--- src/rtl/accum_cpu_param.sv ---
`default_nettype none
// ============================================================================
// accum_cpu_param : parametrised single-issue accumulator CPU with register
//                   file, carry flag, conditional jumps, halt and stall input.
// Revision 1.0
// ============================================================================
module accum_cpu_param #(
  parameter int DATA_W = 8,
  parameter int PC_W   = 8,
  parameter int IMM_W  = 4,
  parameter int NREG   = 4
) (
  input  logic              clk,
  input  logic              CLB,
  input  logic [IMM_W+3:0]  input_ins,
  input  logic              ins_valid,
  output logic [PC_W-1:0]   pc,
  output logic [DATA_W-1:0] accum_value,
  output logic              carry,
  output logic              halted,
  output logic              retire
);

  localparam int RIDX_W = (NREG > 1) ? $clog2(NREG) : 1;

  localparam logic [3:0] OP_NOP  = 4'h0;
  localparam logic [3:0] OP_LDI  = 4'h1;
  localparam logic [3:0] OP_ADDI = 4'h2;
  localparam logic [3:0] OP_SUBI = 4'h3;
  localparam logic [3:0] OP_ANDI = 4'h4;
  localparam logic [3:0] OP_ORI  = 4'h5;
  localparam logic [3:0] OP_XORI = 4'h6;
  localparam logic [3:0] OP_SHL  = 4'h7;
  localparam logic [3:0] OP_SHR  = 4'h8;
  localparam logic [3:0] OP_JMP  = 4'h9;
  localparam logic [3:0] OP_JZ   = 4'hA;
  localparam logic [3:0] OP_JC   = 4'hB;
  localparam logic [3:0] OP_STA  = 4'hC;
  localparam logic [3:0] OP_LDA  = 4'hD;
  localparam logic [3:0] OP_ADDR = 4'hE;
  localparam logic [3:0] OP_HLT  = 4'hF;

  logic [PC_W-1:0]   pc_q, pc_d;
  logic [DATA_W-1:0] acc_q, acc_d;
  logic              carry_q, carry_d;
  logic              halted_q, halted_d;
  logic              retire_q, retire_d;
  logic              rf_we;
  logic [DATA_W-1:0] regs_q [NREG];

  logic [3:0]        opcode;
  logic [IMM_W-1:0]  imm;
  logic [DATA_W-1:0] imm_ext;
  logic [PC_W-1:0]   imm_pc;
  logic [PC_W-1:0]   pc_inc;
  logic [RIDX_W-1:0] ridx;
  logic [DATA_W-1:0] rf_rd;
  logic [DATA_W:0]   sum_imm, diff_imm, sum_reg, shl_ext, shr_ext;

  assign opcode  = input_ins[IMM_W+3:IMM_W];
  assign imm     = input_ins[IMM_W-1:0];
  assign imm_ext = DATA_W'(imm);
  assign imm_pc  = PC_W'(imm);
  assign pc_inc  = pc_q + PC_W'(1);

  generate
    if (NREG > 1) begin : g_ridx_multi
      assign ridx = imm[RIDX_W-1:0];
    end else begin : g_ridx_single
      assign ridx = '0;
    end
  endgenerate

  assign rf_rd = regs_q[ridx];

  // Extra MSB carries out the add / borrow; shifts keep the last bit out in the extension bit.
  assign sum_imm  = {1'b0, acc_q} + {1'b0, imm_ext};
  assign diff_imm = {1'b0, acc_q} - {1'b0, imm_ext};
  assign sum_reg  = {1'b0, acc_q} + {1'b0, rf_rd};
  assign shl_ext  = {1'b0, acc_q} << imm;
  assign shr_ext  = {acc_q, 1'b0} >> imm;

  always_comb begin
    pc_d     = pc_q;
    acc_d    = acc_q;
    carry_d  = carry_q;
    halted_d = halted_q;
    retire_d = 1'b0;
    rf_we    = 1'b0;
    if (ins_valid && !halted_q) begin
      retire_d = 1'b1;
      pc_d     = pc_inc;
      case (opcode)
        OP_NOP:  ;
        OP_LDI:  acc_d = imm_ext;
        OP_ADDI: {carry_d, acc_d} = sum_imm;
        OP_SUBI: {carry_d, acc_d} = diff_imm;
        OP_ANDI: acc_d = acc_q & imm_ext;
        OP_ORI:  acc_d = acc_q | imm_ext;
        OP_XORI: acc_d = acc_q ^ imm_ext;
        OP_SHL: begin
          if (imm != '0) {carry_d, acc_d} = shl_ext;
        end
        OP_SHR: begin
          if (imm != '0) {acc_d, carry_d} = shr_ext;
        end
        OP_JMP:  pc_d = imm_pc;
        OP_JZ:   if (acc_q == '0) pc_d = imm_pc;
        OP_JC:   if (carry_q) pc_d = imm_pc;
        OP_STA:  rf_we = 1'b1;
        OP_LDA:  acc_d = rf_rd;
        OP_ADDR: {carry_d, acc_d} = sum_reg;
        OP_HLT: begin
          pc_d     = pc_q;
          halted_d = 1'b1;
        end
        default: ;
      endcase
    end
  end

  always_ff @(posedge clk) begin
    if (CLB) begin
      pc_q     <= '0;
      acc_q    <= '0;
      carry_q  <= 1'b0;
      halted_q <= 1'b0;
      retire_q <= 1'b0;
      for (int i = 0; i < NREG; i++) regs_q[i] <= '0;
    end else begin
      pc_q     <= pc_d;
      acc_q    <= acc_d;
      carry_q  <= carry_d;
      halted_q <= halted_d;
      retire_q <= retire_d;
      if (rf_we) regs_q[ridx] <= acc_q;
    end
  end

  assign pc          = pc_q;
  assign accum_value = acc_q;
  assign carry       = carry_q;
  assign halted      = halted_q;
  assign retire      = retire_q;

endmodule
`default_nettype wire

--- config.mk ---
export PLATFORM = sky130hd
export DESIGN_NAME = accum_cpu_param
export DESIGN_NICKNAME = d
export VERILOG_FILES = /design/src/rtl/accum_cpu_param.sv
export SDC_FILE = /design/constraint.sdc
export NUM_CORES = 1
export LEC_CHECK = 0
export ABC_AREA = 1
export CAP_MARGIN = 20
export CORE_MARGIN = 5
export CORE_UTILIZATION = 60
export CTS_CLUSTER_DIAMETER = 30
export CTS_CLUSTER_SIZE = 8
export DETAILED_ROUTE_END_ITERATION = 8
export PLACE_DENSITY = 0.81
export SKIP_CTS_REPAIR_TIMING = 1
export SLEW_MARGIN = 0
export SYNTH_ARGS = -nofsm -noshare
export SYNTH_HDL_FRONTEND = slang
export SYNTH_SLANG_ARGS = --single-unit
--- constraint.sdc ---
create_clock -name clk -period 2.79 [get_ports clk]
set_input_delay 0.4185 -clock clk [delete_from_list [all_inputs] [get_ports clk]]
set_output_delay 0.4185 -clock clk [all_outputs]
set_load 0.005 [all_outputs]
==> metrics.txt <==
# TYPE chip_impl_metric gauge
chip_impl_info{name="synthDominantAreaCellType",value="sky130_fd_sc_hd__edfxtp_1"} 1
chip_impl_metric{name="area_growth_syn_to_layout",unit="%"} 18.16
chip_impl_metric{name="arrival",unit="ps"} 2630
chip_impl_metric{name="worst_slew_pin_slew",unit="ps"} 616.6
chip_impl_metric{name="total_power",unit="mW"} 1.892
chip_impl_info{name="synthTopCellsByCount",value="180 x sky130_fd_sc_hd__nand2_1, 90 x sky130_fd_sc_hd__nor2_1, 63 x sky130_fd_sc_hd__inv_1"} 1
chip_impl_metric{name="buffer_ports.inserted",unit=""} 29
chip_impl_metric{name="drive_gt1_share",unit="%"} 14.48
chip_impl_metric{name="period_needed",unit="ps"} 2360
chip_impl_info{name="cp_cell_sequence",value="dlymetal6s2s_1 -> buf_4 -> nand2_1 -> inv_1 -> a22oi_1 -> nand2_1 -> inv_1 -> fa_1 -> inv_1 -> nand3_1 -> nand3_1 -> nand4_1 -> nand2_1 -> nand2_1 -> nand4_1 -> nand2_1 -> a21oi_1"} 1
chip_impl_metric{name="r2r_setup_slack",unit="ps"} 580
chip_impl_metric{name="initial_core_util",unit="%"} 61.39
chip_impl_metric{name="antenna_cells",unit=""} 0
chip_impl_metric{name="cts_sinks",unit=""} 51
chip_impl_metric{name="report.final.slew_viol_count",unit=""} 0
chip_impl_metric{name="synth_top_area_share",unit="%"} 21.69
chip_impl_metric{name="worst-path-max-fanout",unit=""} 12
chip_impl_metric{name="clock_tree.buffer_depth",unit=""} 2
chip_impl_metric{name="fin_nets",unit=""} 774
chip_impl_metric{name="critPathRequiredTime",unit="ps"} 3060
chip_impl_metric{name="drtAntennaViolNets",unit=""} 0
chip_impl_metric{name="dp_hpwl",unit="mm"} 11.35
chip_impl_metric{name="synthesis.area",unit="sq um"} 4429
chip_impl_metric{name="drv.max_cap_violation_count",unit=""} 0
chip_impl_info{name="most_common_cell_on_crit_path",value="sky130_fd_sc_hd__nand2_1"} 1
chip_impl_info{name="clock_tree_from_tritoncts",value="built"} 1
chip_impl_metric{name="grt.total_usage",unit="%"} 33.40
chip_impl_metric{name="finalCritPeriodShare",unit="%"} 84.58
chip_impl_metric{name="final_cell_area",unit="sq um"} 5234
chip_impl_metric{name="total_leakage_power",unit="nW"} 2.405
chip_impl_metric{name="crit_buf_inv",unit=""} 5
chip_impl_metric{name="grt_antenna_before_repair",unit=""} 0
chip_impl_metric{name="final_standard_cell_count_with_taps_included_and_fillers_excluded",unit=""} 838
chip_impl_metric{name="placedInstanceArea",unit="sq um"} 5132
chip_impl_info{name="synth_flop_cell",value="sky130_fd_sc_hd__edfxtp_1"} 1
chip_impl_info{name="setup.worst_path.start_class",value="input port"} 1
chip_impl_metric{name="power.ir.vdd_worst",unit="mV"} 0.3452
chip_impl_metric{name="final_hold_viol_count",unit=""} 0
chip_impl_metric{name="grt_first_pass_wirelength",unit="mm"} 23.31
chip_impl_info{name="clockRootBuffer",value="sky130_fd_sc_hd__clkbuf_8"} 1
chip_impl_metric{name="holdWs",unit="ps"} 514.2
chip_impl_info{name="holdCritPathClass",value="register to register"} 1
chip_impl_metric{name="cts_inserted_buffers",unit=""} 5
chip_impl_metric{name="clk_latency",unit="ps"} 320
chip_impl_metric{name="via_count_of_the_first_global_routing_pass",unit=""} 4726
chip_impl_metric{name="p_per_area",unit="nW/um^2"} 361.5
chip_impl_info{name="yosysMostFrequentCell",value="sky130_fd_sc_hd__nand2_1"} 1
chip_impl_info{name="outcome",value="finished, final reports clean"} 1
chip_impl_info{name="rsz0062_at_grt",value="false"} 1
chip_impl_metric{name="post-route-worst-setup-slack",unit="ps"} 430.1
chip_impl_metric{name="grt_total_ovfl",unit=""} 0
chip_impl_metric{name="fmaxAchievable",unit="GHz"} 0.4238
chip_impl_metric{name="die_h",unit="microns"} 95.92
chip_impl_info{name="crit_path_end_kind",value="register"} 1
chip_impl_metric{name="yosys_warnings",unit=""} 0
chip_impl_metric{name="synth-seq-cells",unit=""} 51
chip_impl_metric{name="worst_setup_hold_path_clk_slew",unit="ps"} 110
chip_impl_metric{name="synth.yosys.seq_area_share",unit="%"} 30.28
chip_impl_metric{name="finalWirelength",unit="mm"} 14.44
chip_impl_metric{name="pin_count_of_the_biggest_net_entering_global_routing",unit=""} 24
chip_impl_info{name="criticalPathCategory",value="input port to register"} 1
chip_impl_metric{name="mappedNetlistNets",unit=""} 705
chip_impl_metric{name="cts.htree.levels",unit=""} 2
chip_impl_metric{name="drt_iter0_markers",unit=""} 558
chip_impl_metric{name="dp.cells",unit=""} 830
chip_impl_metric{name="coreArea",unit="sq um"} 7214
chip_impl_metric{name="ports_placed_on_the_boundary",unit=""} 30
chip_impl_metric{name="wl_per_cell",unit="microns"} 17.23
chip_impl_metric{name="rows",unit=""} 31
chip_impl_metric{name="synth_edf_count",unit=""} 32
chip_impl_metric{name="fin_setup_tns",unit="ps"} 0
chip_impl_metric{name="post_synth_num_cell_types",unit=""} 50
chip_impl_metric{name="postLayoutCoreUtil",unit="%"} 72.55
chip_impl_metric{name="worst_path_largest_cell_delay",unit="ps"} 440
chip_impl_metric{name="vias",unit=""} 4932
chip_impl_metric{name="route.detailed.drc",unit=""} 0
chip_impl_metric{name="slew_headroom",unit="%"} 58.84
chip_impl_metric{name="synthArstFlopShare",unit="%"} 0
chip_impl_metric{name="avgSynthCellArea",unit="sq um"} 6.621
chip_impl_info{name="critPathTopFamily",value="simple AND/OR/NAND/NOR gates"} 1
chip_impl_metric{name="skew",unit="ps"} 10.85
chip_impl_info{name="crit_path_top_delay_cell",value="sky130_fd_sc_hd__fa_1"} 1
chip_impl_metric{name="setup_violations",unit=""} 0
chip_impl_metric{name="drt_pass1_iterations",unit=""} 5
chip_impl_metric{name="floorplan.die_area",unit="sq um"} 9201
chip_impl_info{name="synth.area.top_cells",value="sky130_fd_sc_hd__edfxtp_1 22%, sky130_fd_sc_hd__nand2_1 15%, sky130_fd_sc_hd__dfxtp_1 8.6%"} 1
chip_impl_metric{name="post_synth_inst_count",unit=""} 669
chip_impl_metric{name="pre_cts_ws",unit="ps"} -202.3
chip_impl_metric{name="via_per_inst",unit=""} 5.885
chip_impl_metric{name="die_w",unit="microns"} 95.92
chip_impl_metric{name="placer_s_final_routability_congestion_estimate",unit=""} 1.022
[cell usage in the layout, fill, tap and decap left out, types with 2 or more instances in the layout]
cell	netlist	layout
sky130_fd_sc_hd__or2_1	2	2
sky130_fd_sc_hd__inv_1	63	61
sky130_fd_sc_hd__inv_2	15	17
sky130_fd_sc_hd__nand2_4	2	2
sky130_fd_sc_hd__nand2_1	180	180
sky130_fd_sc_hd__xnor2_1	3	3
sky130_fd_sc_hd__a21oi_1	37	37
sky130_fd_sc_hd__o21a_1	3	3
sky130_fd_sc_hd__nand2_2	4	4
sky130_fd_sc_hd__fa_1	3	3
sky130_fd_sc_hd__dlymetal6s2s_1	0	2
sky130_fd_sc_hd__a22oi_1	2	2
sky130_fd_sc_hd__nand3_1	55	55
sky130_fd_sc_hd__o22ai_1	4	4
sky130_fd_sc_hd__ha_1	22	22
sky130_fd_sc_hd__or2_2	2	2
sky130_fd_sc_hd__nor2_1	90	90
sky130_fd_sc_hd__a31oi_1	3	3
sky130_fd_sc_hd__o211ai_1	7	7
sky130_fd_sc_hd__clkdlybuf4s50_1	0	27
sky130_fd_sc_hd__o21ai_1	7	7
sky130_fd_sc_hd__nor2_4	4	4
sky130_fd_sc_hd__and2_1	2	2
sky130_fd_sc_hd__nand4_1	18	18
sky130_fd_sc_hd__edfxtp_1	32	32
sky130_fd_sc_hd__clkbuf_8	0	5
sky130_fd_sc_hd__buf_4	3	54
sky130_fd_sc_hd__dfxtp_1	19	19
sky130_fd_sc_hd__nor3_1	10	10
sky130_fd_sc_hd__nor2_2	9	9
sky130_fd_sc_hd__o21ai_0	33	33
[registers in the layout, summed over array words and instances (netlist names)]
name         cells
carry            1
pc               8
retire           1
accum_value      8
halted           1
regs_q          32
[tightest hold or removal path, stage by stage, from the launching register on]
cell and delay (ps):
sky130_fd_sc_hd__dfxtp_1 350, sky130_fd_sc_hd__nand2_1 70, sky130_fd_sc_hd__a21oi_1 60
[cell type report]
class | instances | area, sq um
clock inverter | 3 | 27.53
fill | 628 | 1981
tap | 99 | 123.9
clock buffer | 5 | 68.82
timing repair buffer | 83 | 700.7
inverter | 79 | 296.5
sequential | 51 | 1341
multi-input combinational | 518 | 2675
[power by group]
| part | switching (mW) | total (mW) | internal, mW |
|---|---|---|---|
| clock | 0.299 | 0.486 | 0.187 |
| combinational | 0.341 | 0.556 | 0.215 |
| sequential | 0.0223 | 0.849 | 0.827 |
| total | 0.663 | 1.89 | 1.23 |
[per-layer routing]
metal / part of all wire [%] / global-route usage, % / up-vias
li1: - / - / 2339
met1: 41 / 44.54 / 2223
met2: 45 / 53.97 / 308
met3: 10 / 6.099 / 62
met4: 4.6 / 12.56 / 0
met5: 0 / 0 / -
[kinds of logic after synthesis]
logic type,share of synthesized area [%]
AND/OR/NAND/NOR,39.60
AO/OA/AOI/OAI,12.43
buffers and inverters,9.322
flip-flops,30.28
adder cells (fa/ha/maj),7.571
XOR/XNOR,0.7911
[final timing paths]
check                                   from                 end  depth (start not counted)
hold reg to reg           carry$_SDFFE_PP0P_  carry$_SDFFE_PP0P_                          2
setup / recovery                input_ins[0]  carry$_SDFFE_PP0P_                         17
hold / removal            carry$_SDFFE_PP0P_  carry$_SDFFE_PP0P_                          2
setup reg to reg  regs_q[2][0]$_SDFFCE_PN0P_  carry$_SDFFE_PP0P_                         14
No activity file was read; power rests on OpenSTA's default activity.
